### src/rtl/ibex_rf_wipe_ctrl.sv
// Secure-wipe sequencer for the register file write port.
// An internal walker overwrites every architectural register, optionally with an LFSR pass
// followed by a constant pass. Core writes always own the port; the walker stalls under them.
module ibex_rf_wipe_ctrl #(
  parameter bit                   RV32E             = 1'b0,
  // Must be 32 when RandomPass is set; the LFSR is 32 bits wide.
  parameter int unsigned          DataWidth         = 32,
  parameter bit                   DummyInstructions = 1'b0,
  parameter bit                   RandomPass        = 1'b1,
  parameter logic [31:0]          LfsrSeed          = 32'hACE12468,
  parameter logic [DataWidth-1:0] WordZeroVal       = '0
) (
  input  logic                 clk_i,
  input  logic                 rst_ni,

  // Wipe control
  input  logic                 wipe_req_i,
  output logic                 wipe_busy_o,
  output logic                 wipe_done_o,

  // LFSR reseed
  input  logic                 lfsr_seed_en_i,
  input  logic [31:0]          lfsr_seed_i,

  // Core write port
  input  logic                 core_we_i,
  input  logic [4:0]           core_waddr_i,
  input  logic [DataWidth-1:0] core_wdata_i,
  input  logic                 core_dummy_wb_i,

  // Register file write port
  output logic                 rf_we_o,
  output logic [4:0]           rf_waddr_o,
  output logic [DataWidth-1:0] rf_wdata_o,
  output logic                 rf_dummy_wb_o
);

  localparam int unsigned NumWords  = RV32E ? 16 : 32;
  localparam logic [4:0]  StartAddr = DummyInstructions ? 5'd0 : 5'd1;
  localparam logic [4:0]  LastAddr  = 5'(NumWords - 1);
  localparam logic [31:0] LfsrTaps  = 32'h80200003;

  typedef enum logic [1:0] {
    StIdle,
    StPassRnd,
    StPassZero
  } state_e;

  state_e      state_q, state_d;
  logic [4:0]  addr_q, addr_d;
  logic [31:0] lfsr_q, lfsr_d;
  logic        done_q, done_d;

  logic                 busy;
  logic                 wipe_we;
  logic                 at_last;
  logic [31:0]          lfsr_next;
  logic [DataWidth-1:0] rnd_data;

  assign busy    = (state_q != StIdle);
  // A wipe write is only issued on cycles the core leaves the port free.
  assign wipe_we = busy & ~core_we_i;
  assign at_last = (addr_q == LastAddr);

  assign lfsr_next = (lfsr_q >> 1) ^ (lfsr_q[0] ? LfsrTaps : 32'h0);
  assign rnd_data  = DataWidth'(lfsr_q);

  // Walker state, address counter and done pulse register.
  always_ff @(posedge clk_i or negedge rst_ni) begin
    if (!rst_ni) begin
      state_q <= StIdle;
      addr_q  <= StartAddr;
      done_q  <= 1'b0;
    end else begin
      state_q <= state_d;
      addr_q  <= addr_d;
      done_q  <= done_d;
    end
  end

  // LFSR register.
  always_ff @(posedge clk_i or negedge rst_ni) begin
    if (!rst_ni) begin
      lfsr_q <= LfsrSeed;
    end else begin
      lfsr_q <= lfsr_d;
    end
  end

  // Next-state: pass sequencing and address walk; everything holds while the core writes.
  always_comb begin
    state_d = state_q;
    addr_d  = addr_q;
    done_d  = 1'b0;

    unique case (state_q)
      StIdle: begin
        if (wipe_req_i) begin
          state_d = RandomPass ? StPassRnd : StPassZero;
          addr_d  = StartAddr;
        end
      end

      StPassRnd: begin
        if (wipe_we) begin
          if (at_last) begin
            state_d = StPassZero;
            addr_d  = StartAddr;
          end else begin
            addr_d = addr_q + 5'd1;
          end
        end
      end

      StPassZero: begin
        if (wipe_we) begin
          if (at_last) begin
            state_d = StIdle;
            addr_d  = StartAddr;
            done_d  = 1'b1;
          end else begin
            addr_d = addr_q + 5'd1;
          end
        end
      end

      default: begin
        state_d = StIdle;
        addr_d  = StartAddr;
      end
    endcase
  end

  // LFSR next value: reseed wins over advance; a zero seed would lock up, so use the default.
  always_comb begin
    lfsr_d = lfsr_q;
    if (lfsr_seed_en_i) begin
      lfsr_d = (lfsr_seed_i == 32'h0) ? LfsrSeed : lfsr_seed_i;
    end else if (wipe_we && (state_q == StPassRnd)) begin
      lfsr_d = lfsr_next;
    end
  end

  // Write port mux: core first, then the walker, otherwise no write.
  always_comb begin
    rf_we_o       = 1'b0;
    rf_waddr_o    = core_waddr_i;
    rf_wdata_o    = core_wdata_i;
    rf_dummy_wb_o = core_dummy_wb_i;

    if (core_we_i) begin
      rf_we_o = 1'b1;
    end else if (busy) begin
      rf_we_o       = 1'b1;
      rf_waddr_o    = addr_q;
      rf_wdata_o    = (state_q == StPassRnd) ? rnd_data : WordZeroVal;
      rf_dummy_wb_o = (addr_q == 5'd0);
    end
  end

  assign wipe_busy_o = busy;
  assign wipe_done_o = done_q;

  // The done pulse always lands in an idle cycle.
  done_not_busy_a : assert property (@(posedge clk_i) disable iff (!rst_ni)
    wipe_done_o |-> !wipe_busy_o);

  // A busy walker always owns the port when the core is quiet.
  busy_writes_a : assert property (@(posedge clk_i) disable iff (!rst_ni)
    (wipe_busy_o && !core_we_i) |-> rf_we_o);

endmodule

### config.mk
export PLATFORM = sky130hd
export DESIGN_NAME = ibex_rf_wipe_ctrl
export DESIGN_NICKNAME = d
export VERILOG_FILES = /design/src/rtl/ibex_rf_wipe_ctrl.sv
export SDC_FILE = /design/constraint.sdc
export NUM_CORES = 1
export LEC_CHECK = 0
export ABC_CLOCK_PERIOD_IN_PS = 2900
export CAP_MARGIN = 20
export CORE_MARGIN = 2
export CORE_UTILIZATION = 45
export CTS_CLUSTER_SIZE = 20
export DETAILED_ROUTE_END_ITERATION = 10
export PLACE_DENSITY = 0.87
export SETUP_SLACK_MARGIN = 0.05
export SYNTH_ARGS = -nofsm -noshare
export SYNTH_HDL_FRONTEND = slang
export SYNTH_SLANG_ARGS = --single-unit
export TNS_END_PERCENT = 100
### constraint.sdc
create_clock -name clk_i -period 2.9 [get_ports clk_i]
set_input_delay 0.58 -clock clk_i [delete_from_list [all_inputs] [get_ports clk_i]]
set_output_delay 0.58 -clock clk_i [all_outputs]
set_load 0.05 [all_outputs]
==> run summary <==
fin crit share: 94.1%
R2R setup slack: 0.79 ns
DRC Markers: 0
largest net degree at the start of global routing: 44
Synth Warn #: 0
worst reg2reg path depth: 6
required time worst endpoint: 2.32 ns
Multi-input gate area: 1330 sq um
crit path time final: 2.73 ns
Core Area: 5200 sq um
Final Net Count: 469
post-DR wirelength/cell: 16.3 um
Reg power frac: 24.5%
Int Power: 1.85 mW
Synth Cell Area: 2460 sq um
Gate power share: 63.7%
antenna diode count: 0
CP max FO: 33
Post-Syn Area per Cell: 8.89 sq um
via/cell ratio: 5.49
Place WS: 0.167 ns
Final setup viols: 0
r2r startpoint: state_q[0]
sequential share of the synthesized area: 41.4%
Unique masters post-synth: 34
Skew-Pair Late Insertion Delay: 0.29 ns
total grt overflow: 0
share of Yosys cell area claimed by the top area cell type: 26.4%
Rows: 26
HP Class: in2async
PostCTS Resize Cnt: 0
outcome: finished clean
total nets after synthesis: 360
Pwr Density: 786 nW/um^2
I/O pin count: 116
Post-Route WL: 7.46 mm
CP Class: in2out
largest area contributor in the netlist: dfrtp_1
commonest cells after routing, fill and taps aside: clkdlybuf4s50_1, nand2_1, buf_12
Area growth syn-to-layout: 68.7%
filler instances: 326
Layout Skew: 0.00853 ns
worst IR drop on VDD: 476 uV
Antenna Violating Nets Remaining: 0
Register Area: 1020 sq um
worst-path cell with the longest stage delay: clkdlybuf4s50_1
sw frac: 43.4%
global-route wire length before repair: 12.4 mm
crit path capture type: output port
Post-Syn Instances: 277
placed cell area: 4060 sq um
Hold Slack: 0.399 ns
worst slew pin tran: 0.876 ns
Slew headroom: 41.6%
Area contributors post-synth: dfrtp_1, dfstp_2, nand2_1
Max Slew Vio Count: 0
Clock Root Buffer: clkbuf_8
endpoints failing hold: 0
Initial Util: 47.3%
layout cells sized above 1: 18.3%
via count of the first global-routing pass: 2650
Num CTS Buffers: 5
Setup TNS: 0 ns
most common cell after layout, fill and taps aside: clkdlybuf4s50_1
static leakage: 1.78 nW
H-tree levels: 2
Reg clk slew, reported paths: 0.08 ns
Critical Path Start Type: input pin
max incr delay on CP: 0.53 ns
unrepaired setup endpoints after global routing: false
drt first pass iters: 4
clock share of power: 11.7%
DRT iter0 DRCs: 89
worst path cell trace: clkdlybuf4s50_1, nor3b_4, buf_12, nand2_1, nand2_1, buf_12
Critical Path AT: 2.15 ns
initial antenna violation count: 0
max-cap viol count: 0
gp weighted congestion: 0.879
Global Route Usage Sum: 25.4%
P_sw: 1.42 mW
die area: 6080 sq um
#FFs+latches synth: 40
Setup WS post-layout: 0.172 ns
die width: 78.0 um
Max Fclk: 367 MHz
CTS max path bufs: 2
dpl hpwl: 5.86 mm
Post-CTS Setup Repair Bufs: 0
DIE HEIGHT: 78.0 um
via count: 2511
post-route cell area: 4150 sq um
Clock Sinks: 40
# port buffers: 115
TritonCTS clock tree: done
FF-to-FF End: lfsr_q[29]
Hold-fix buffers, CTS: 0
## registers in the layout (all words and copies together), names as in the netlist
register,count
state_q,2
addr_q,5
lfsr_q,32
wipe_done_o,1
## power by group through the flow
stage          combinational [mW]  sequential (mW)  clock [mW]
5_1_grt                      2.19            0.817       0.413
4_1_cts                      2.08            0.799       0.389
2_1_floorplan                1.15            0.773           0
6_report                     2.08            0.802       0.383
3_5_place_dp                 2.08            0.808           0
3_3_place_gp                 2.03            0.800           0
## through the flow
step	power [mW]	util, %	std cells
after floorplan	1.92	-	277
after global placement	2.83	78.0	449
after detailed placement	2.89	78.0	449
after CTS	3.27	79.7	457
after global routing	3.42	79.8	457
final	3.27	79.8	457
## worst max path at each step
| stage | startpoint | endpoint | slack (ns) |
|---|---|---|---|
| 6_report | core_we_i | rf_wdata_o[23] | 0.17 |
| 2_1_floorplan | state_q[0] | rf_waddr_o[0] | -0.01 |
| 3_3_place_gp | core_we_i | rf_wdata_o[13] | 0.24 |
| 3_5_place_dp | core_we_i | rf_wdata_o[23] | 0.17 |
| 4_1_cts | core_we_i | rf_wdata_o[23] | 0.15 |
| 5_1_grt | state_q[0] | rf_wdata_o[23] | 0.08 |
## logic make-up after synthesis
family          count (synthesis)  share of synthesized area (%)
flops                          40                           41.4
compound gates                 82                           22.7
buf+inv                        26                           5.28
simple gates                   98                           17.3
mux                            19                           7.83
xor+xnor                        4                           1.42
fa+ha+maj                       8                           4.07
## cell usage after synthesis (all sizes together)
library cell,count
nand2,73
o21ai,27
dfrtp,26
a22o,19
a21oi,17
mux2i,17
dfstp,14
a2bb2oi,12
buf,12
nor4,9
ha,8
clkbuf,7
inv,7
nand2b,4
a32o,3
nor2,3
and3,2
mux2,2
nand4,2
xnor2,2
xor2,2
a2111oi,1
nand3,1
nor2b,1
nor3b,1
o21bai,1
o22a,1
o41ai,1
or2,1
or4b,1
## area by class of cell
cell class              instances  share of cell area (%)
multi-input cells             211                    31.9
clock buffers                   8                    2.17
well taps                      70                    2.11
flip-flops and latches         40                    24.5
repair buffers                121                    38.7
inverters                       7                   0.633
## per-layer routing
layer	global-route usage (%)	vias to the layer above	wire, um
met5	0	-	0
met4	7.37	0	118
met3	5.35	12	466
met2	46.2	96	3970
met1	30.0	1197	2910
li1	-	1206	-
## critical path, delay by kind of cell
kind | cells | cell delay, ns
AND/OR/NAND/NOR | 3 | 0.62
buffers and inverters | 3 | 0.93
Power figures use the tool's default switching activity.
